<file path="config.mk">
export PLATFORM = sky130hd
export DESIGN_NAME = dshot_output
export DESIGN_NICKNAME = d
export VERILOG_FILES = /design/src/rtl/dshot_pkg.sv /design/src/rtl/dshot_frame_encoder.sv /design/src/rtl/dshot_output.sv
export SDC_FILE = /design/constraint.sdc
export NUM_CORES = 1
export LEC_CHECK = 0
export CAP_MARGIN = 20
export CORE_ASPECT_RATIO = 1.25
export CORE_MARGIN = 2
export CORE_UTILIZATION = 35
export DETAILED_ROUTE_END_ITERATION = 12
export PLACE_DENSITY_LB_ADDON = 0.12
export SLEW_MARGIN = 20
export SYNTH_ARGS = -nofsm -noshare
export SYNTH_HDL_FRONTEND = slang
export SYNTH_HIERARCHICAL = 1
export SYNTH_SLANG_ARGS = --single-unit
</file>
<file path="constraint.sdc">
create_clock -name clk -period 3.7 [get_ports clk]
set_clock_uncertainty 0.15 [all_clocks]
set_input_delay 0.925 -clock clk [delete_from_list [all_inputs] [get_ports clk]]
set_output_delay 0.925 -clock clk [all_outputs]
set_load 0.01 [all_outputs]
</file>
<file path="src/rtl/dshot_pkg.sv">
// ============================================================================
// Module : dshot_pkg
// Brief  : DShot frame constants, FSM state type and checksum helper.
// Rev    : 1.0 - initial release
// ============================================================================
`default_nettype none

package dshot_pkg;

    localparam int DSHOT_CMD_MAX      = 48;
    localparam int DSHOT_THROTTLE_MAX = 1999;
    localparam int DSHOT_FRAME_W      = 16;

    typedef enum logic [1:0] {
        ST_IDLE = 2'd0,
        ST_SEND = 2'd1,
        ST_GAP  = 2'd2
    } dshotState_t;

    function automatic logic [3:0] dshot_crc(input logic [11:0] d);
        logic [11:0] x;
        x = d ^ (d >> 4) ^ (d >> 8);
        return x[3:0];
    endfunction

endpackage

`default_nettype wire

</file>
<file path="src/rtl/dshot_frame_encoder.sv">
// ============================================================================
// Module : dshot_frame_encoder
// Brief  : Combinational request-to-frame encoder {value, telem, crc}.
//          DSHOT_BIDIR_EN selects the inverted checksum.
// Rev    : 1.0 - initial release
// ============================================================================
`default_nettype none

module dshot_frame_encoder
    import dshot_pkg::*;
(
    input  logic                     i_isCommand,
    input  logic [10:0]              i_value,
    input  logic                     i_telemetry,
    output logic [DSHOT_FRAME_W-1:0] o_frame,
    output logic                     o_cmdErr
);

    logic [10:0] w_code;
    logic [11:0] w_data;
    logic [3:0]  w_crc;

    // Throttle saturates at 1999 and is offset past the command space.
    always_comb begin
        w_code = i_value;
        if (!i_isCommand) begin
            if (i_value > 11'(DSHOT_THROTTLE_MAX))
                w_code = 11'(DSHOT_THROTTLE_MAX + DSHOT_CMD_MAX);
            else
                w_code = i_value + 11'(DSHOT_CMD_MAX);
        end
    end

    assign w_data = {w_code, i_telemetry};

`ifdef DSHOT_BIDIR_EN
    assign w_crc = ~dshot_crc(w_data);
`else
    assign w_crc = dshot_crc(w_data);
`endif

    assign o_frame  = {w_data, w_crc};
    assign o_cmdErr = i_isCommand && (i_value >= 11'(DSHOT_CMD_MAX));

endmodule

`default_nettype wire

</file>
<file path="src/rtl/dshot_output.sv">
// ============================================================================
// Module : dshot_output
// Brief  : DShot transmitter, 16-bit pulse-width-coded frame, MSB first.
//          DSHOT_BIDIR_EN selects inverted line polarity and checksum.
// Rev    : 1.0 - initial release
// ============================================================================
`default_nettype none

module dshot_output
    import dshot_pkg::*;
#(
    parameter int CLK_HZ   = 16000000,
    parameter int BAUD     = 150000,
    parameter int GAP_BITS = 2
) (
    input  logic        clk,
    input  logic        rst_n,
    input  logic        in_valid,
    output logic        in_ready,
    input  logic        in_is_command,
    input  logic [10:0] in_value,
    input  logic        in_telemetry,
    output logic        out_pin,
    output logic        busy,
    output logic        frame_done,
    output logic        cmd_error
);

    localparam int c_T_BIT   = CLK_HZ / BAUD;
    localparam int c_T1H     = (3 * c_T_BIT) / 4;
    localparam int c_T0H     = (3 * c_T_BIT) / 8;
    localparam int c_GAP_CYC = c_T_BIT * GAP_BITS;
    localparam int c_CNT_W   = $clog2(c_T_BIT * GAP_BITS + 1);
    localparam int c_BIT_W   = $clog2(DSHOT_FRAME_W);
`ifdef DSHOT_BIDIR_EN
    localparam logic c_IDLE_LEVEL = 1'b1;
`else
    localparam logic c_IDLE_LEVEL = 1'b0;
`endif

    dshotState_t              r_state;
    dshotState_t              w_stateNext;
    logic [c_BIT_W-1:0]       r_bitCnt;
    logic [c_BIT_W-1:0]       w_bitCntNext;
    logic [c_CNT_W-1:0]       r_cycCnt;
    logic [c_CNT_W-1:0]       w_cycCntNext;
    logic [c_CNT_W-1:0]       w_highLen;
    logic [DSHOT_FRAME_W-1:0] r_frame;
    logic [DSHOT_FRAME_W-1:0] w_frameNext;
    logic [DSHOT_FRAME_W-1:0] w_encFrame;
    logic                     w_encErr;
    logic                     w_accept;
    logic                     w_start;
    logic                     w_cycLast;
    logic                     w_gapLast;
    logic                     w_pulseOn;
    logic                     r_outPin;
    logic                     r_cmdErr;

    dshot_frame_encoder u_encoder (
        .i_isCommand (in_is_command),
        .i_value     (in_value),
        .i_telemetry (in_telemetry),
        .o_frame     (w_encFrame),
        .o_cmdErr    (w_encErr)
    );

    assign w_accept  = in_valid && in_ready;
    assign w_start   = w_accept && !w_encErr;
    assign w_cycLast = (r_cycCnt == c_CNT_W'(c_T_BIT - 1));
    // The idle cycle carrying the next handshake completes the gap, so GAP
    // itself ends one cycle early to keep back-to-back frames on a fixed pitch.
    assign w_gapLast = (r_cycCnt == c_CNT_W'(c_GAP_CYC - 2));

    // State register
    always_ff @(posedge clk or negedge rst_n) begin
        if (!rst_n)
            r_state <= ST_IDLE;
        else
            r_state <= w_stateNext;
    end

    // Next-state logic
    always_comb begin
        w_stateNext = r_state;
        case (r_state)
            ST_IDLE: if (w_start) w_stateNext = ST_SEND;
            ST_SEND: if (w_cycLast && (r_bitCnt == '0)) w_stateNext = ST_GAP;
            ST_GAP:  if (w_gapLast) w_stateNext = ST_IDLE;
            default: w_stateNext = ST_IDLE;
        endcase
    end

    // Output logic
    always_comb begin
        in_ready   = (r_state == ST_IDLE);
        busy       = (r_state != ST_IDLE);
        frame_done = (r_state == ST_GAP) && (r_cycCnt == '0);
    end

    always_comb begin
        w_bitCntNext = r_bitCnt;
        w_cycCntNext = r_cycCnt;
        w_frameNext  = r_frame;
        case (r_state)
            ST_IDLE: begin
                if (w_start) begin
                    w_frameNext  = w_encFrame;
                    w_bitCntNext = c_BIT_W'(DSHOT_FRAME_W - 1);
                    w_cycCntNext = '0;
                end
            end
            ST_SEND: begin
                if (w_cycLast) begin
                    w_cycCntNext = '0;
                    if (r_bitCnt != '0)
                        w_bitCntNext = r_bitCnt - 1'b1;
                end else begin
                    w_cycCntNext = r_cycCnt + 1'b1;
                end
            end
            ST_GAP: begin
                if (w_gapLast)
                    w_cycCntNext = '0;
                else
                    w_cycCntNext = r_cycCnt + 1'b1;
            end
            default: begin
                w_bitCntNext = '0;
                w_cycCntNext = '0;
            end
        endcase
    end

    // Line level is computed from next-cycle counters so the pin is a flop.
    assign w_highLen = w_frameNext[w_bitCntNext] ? c_CNT_W'(c_T1H) : c_CNT_W'(c_T0H);
    assign w_pulseOn = (w_stateNext == ST_SEND) && (w_cycCntNext < w_highLen);

    always_ff @(posedge clk or negedge rst_n) begin
        if (!rst_n) begin
            r_bitCnt <= '0;
            r_cycCnt <= '0;
            r_frame  <= '0;
            r_outPin <= c_IDLE_LEVEL;
            r_cmdErr <= 1'b0;
        end else begin
            r_bitCnt <= w_bitCntNext;
            r_cycCnt <= w_cycCntNext;
            r_frame  <= w_frameNext;
            r_outPin <= w_pulseOn ? ~c_IDLE_LEVEL : c_IDLE_LEVEL;
            r_cmdErr <= w_accept && w_encErr;
        end
    end

    assign out_pin   = r_outPin;
    assign cmd_error = r_cmdErr;

endmodule

`default_nettype wire

</file>
==> metrics list <==
* Total clock buffers created by CTS: 5
- The number of antenna violations at the first check in global routing came to 0.
- VDD sags by at most 121 µV.
- The congestion estimate from routability-driven global placement came to 0.797.
* Share of layout cells above drive strength 1: 0.299
* Worst setup slack for register-to-register paths: 360 ps
* Synthesized area divided by synthesized cell count: 8.47 µm²
- The library cell used most frequently in the layout, excluding fill and tap cells, is nand2_1.
* Worst slack at placement: -812 ps
* Worst path top cell family by delay: compound AO/OA/AOI/OAI gates
- TritonCTS built the clock tree.
* Pleak: 0.00155 µW
- Synth Register Bits: 32
- In this run the critical register-to-register path is launched from r_state[0]$_DFF_PN0_.
* Worst setup path class: input port to register
- Sequential element share of the synthesized area: 0.330
- Total count of hold-check failures in the final report: 0
- Critical path buffers and inverters: 1
- Total half-perimeter wirelength after legalization and detailed placement: 4.78 mm
- Antenna-violating nets left: 0
- For this run, the leading register cell type out of synthesis is dfrtp_1.
- For this run, global-route usage on met2 was measured as 0.338.
* Antenna Cells: 0
- Category of the worst setup path launch point: input port
- During placement, the flow inserted port buffers numbering 20.
- Gr busiest metal: met2
- The tree built by TritonCTS fans out to 32 sinks.
* Root Buffer: clkbuf_8
- Synth top area cells: dfrtp_1 (33%), nand2_1 (11%), ha_1 (5.7%)
- Global-route wire length before repair: 10.8 mm
* Setup repair after global routing missed its margin: yes
- At the worst endpoint, the required time is 3750 ps.
* Initial drt markers: 110
- Commonest cells after routing, fill and taps aside: nand2_1 (66), buf_4 (46), dfrtp_1 (32)
- Final period demand of the worst path: 3690 ps
- Class of the tightest hold or removal check: register to register
- Biggest fanout along the worst timing path: 6
- Worst hold endpoint: r_frame[1]$_DFF_PN0_
- Die X-Extent: 78.5 µm
* Pin count of the biggest net entering global routing: 33
* Endpoint arrival time on the critical path: 3740 ps
- Worst Tran Pin Value: 544 ps
* Cell depth of the worst hold path: 2
- Across the run, the number of max-cap violations was 0.
- Clk_lat worst skew: 290 ps
- The core region is 0.00665 mm².
- Post-synthesis instance total: 287
* Standard-cell row count: 33
- Total power after layout: 826 µW
- The number of global-route vias before repair is 2314.
* Synthesized netlist net count: 314
* Final #Nets: 378
- During synthesis, Yosys emitted a total of 6 warnings.
- Crit path max-delay cell type: or4b_4
* Number of search-and-repair iterations in the first detailed-routing pass: 4
- Final setup margin: 13.8 ps
* Share of flip-flops with an asynchronous set or reset: 1.00
* Routed length per placed instance: 14.1 µm
* Min-Delay Startpoint: r_frame[1]$_DFF_PN0_
- Post-detailed-placement cell area: 0.00300 mm²
* CTS clock-pin slew for the worst setup and hold paths: 60 ps
- The signal on the critical path passes through buf_8 > nor4_4 > a31oi_4 > or4b_4 > and3_1 > mux2i_1 > o2111ai_1 > o21ai_1 > a22oi_2 > o211ai_1 > ha_1 > a311o_1 > a31oi_1.
- Counting cells, the worst reg-to-reg path comes to 11.
- Number of vias per cell: 5.20
- For this run, global-route usage on met1 was measured as 0.199.
- The biggest area contributor in the post-synthesis netlist is dfrtp_1.
- Cts-stage hold buffer count: 0
- Final slew viol count: 0
- I/O pins: 21
* Yosys cell types: 65
- Based on the critical path, the design can be clocked at up to 271 MHz.
* DRC violation count after routing: 0
* Stage delay of the slowest cell on the critical path: 580 ps
- For this run, the share of the core covered by cells in the final layout is 0.491.
- Dividing total power by cell area gives a power density of 253 mW/mm².
- The die covers 0.00763 mm².
* Depth of the CTS H-tree: 2
* Starting density of the core: 0.366
- Setup violations remaining at the end of the flow were counted as 0.
* Maximum clock insertion buffer count: 2
- The worst pin sits at a relative slew slack of 0.637.
* Met3 track utilization from global routing: 0.0223
- Die Y: 97.2 µm
* Mapped cell area: 0.00243 mm²
- The worst setup path is captured at a register.
- Of the available clock period, the critical path in the final layout requires 0.996.
- Routed Wire Length: 6.19 mm
* Layout Area Growth over Synthesis: 34.4%
- Terminus of the critical flop-to-flop path: out_pin$_DFF_PN0_
- Summed over all layers, the global routing overflow is 0.
- The flow ran to the end, and the final reports show no timing, DRC or antenna violations.
* Final Instance Area: 0.00327 mm²
- The share of synthesized area in the top cell type comes to 0.330.
- In this run, synthesis inferred 0 flip-flops with an integrated enable.
- Combined global-route utilization of all metal layers: 0.178
- The routed layout has 2277 vias.
==> report_power, final <==
| group | switching [µW] | internal, µW |
|---|---|---|
| registers | 5.73 | 361 |
| clock network | 129 | 166 |
| logic | 76.9 | 88.0 |
==> flip-flops by register name, indices dropped and copies added, names as in the netlist <==
name,flops
r_frame,16
r_cycCnt,8
r_bitCnt,4
r_state,2
cmd_error,1
out_pin,1
==> layout make-up <==
class                   instances  area [µm²]
flip-flops and latches         32         801
clock buffers                   7        96.3
fillers                       649        3380
well taps                      87         109
repair buffers                 70         578
inverters                      14        52.6
multi-input cells             228        1630
==> synth_stat cells, types with 5 or more instances <==
| cell type | n |
|---|---|
| nand2_1 | 69 |
| dfrtp_1 | 32 |
| inv_1 | 14 |
| nor2_1 | 14 |
| ha_1 | 11 |
| o21ai_0 | 11 |
| xnor2_1 | 11 |
| a21oi_1 | 9 |
| nor3_1 | 9 |
| and3_1 | 6 |
| nand3_1 | 5 |
| or2b_1 | 5 |
==> worst reg2reg max path, delay by kind of cell, from the launching register on <==
kind	cells	cell delay, ps
AND/OR/NAND/NOR	5	1100
flip-flops	1	690
buffers and inverters	1	150
AO/OA/AOI/OAI	4	900
adder cells (fa/ha/maj)	1	280
==> per-stage QoR <==
stage	cells	hold slack, ps	TNS [ps]
after floorplan	287	288	0
after global placement	423	302	-787
after detailed placement	423	306	-812
after CTS	438	322	-39.9
after global routing	438	343	-126
final	438	317	0
==> layer usage <==
metal | up-vias | part of all wire
met5 | - | 0
met4 | 0 | 0.017
met3 | 9 | 0.024
met2 | 42 | 0.55
met1 | 1089 | 0.41
li1 | 1137 | -
==> how the worst max path moves through the flow <==
stage / start / to / slack (ps) / cells after the start
final: in_value[9] / out_pin$_DFF_PN0_ / 10 / 13
after CTS: in_value[9] / out_pin$_DFF_PN0_ / -40 / 15
after global routing: in_value[9] / out_pin$_DFF_PN0_ / -130 / 14
after floorplan: in_value[7] / out_pin$_DFF_PN0_ / 20 / 12
after global placement: in_value[7] / out_pin$_DFF_PN0_ / -790 / 14
after detailed placement: in_value[7] / out_pin$_DFF_PN0_ / -810 / 14
==> repair_timing <==
action,CTS,global route
gates resized for setup,58,12
buffers inserted,8,0
endpoints found under the setup margin,1,1
cloned,0,0
endpoints found under the hold margin,0,0
pin swaps,15,9
==> logic make-up after synthesis <==
| group | count (synthesis) | synth area share |
|---|---|---|
| AO/OA/AOI/OAI | 56 | 0.162 |
| AND/OR/NAND/NOR | 143 | 0.315 |
| multiplexers | 3 | 0.0129 |
| buffers and inverters | 27 | 0.0561 |
| flip-flops | 32 | 0.330 |
| XOR/XNOR | 15 | 0.0680 |
| adder cells (fa/ha/maj) | 11 | 0.0566 |
(Power assumes the default switching activity.)
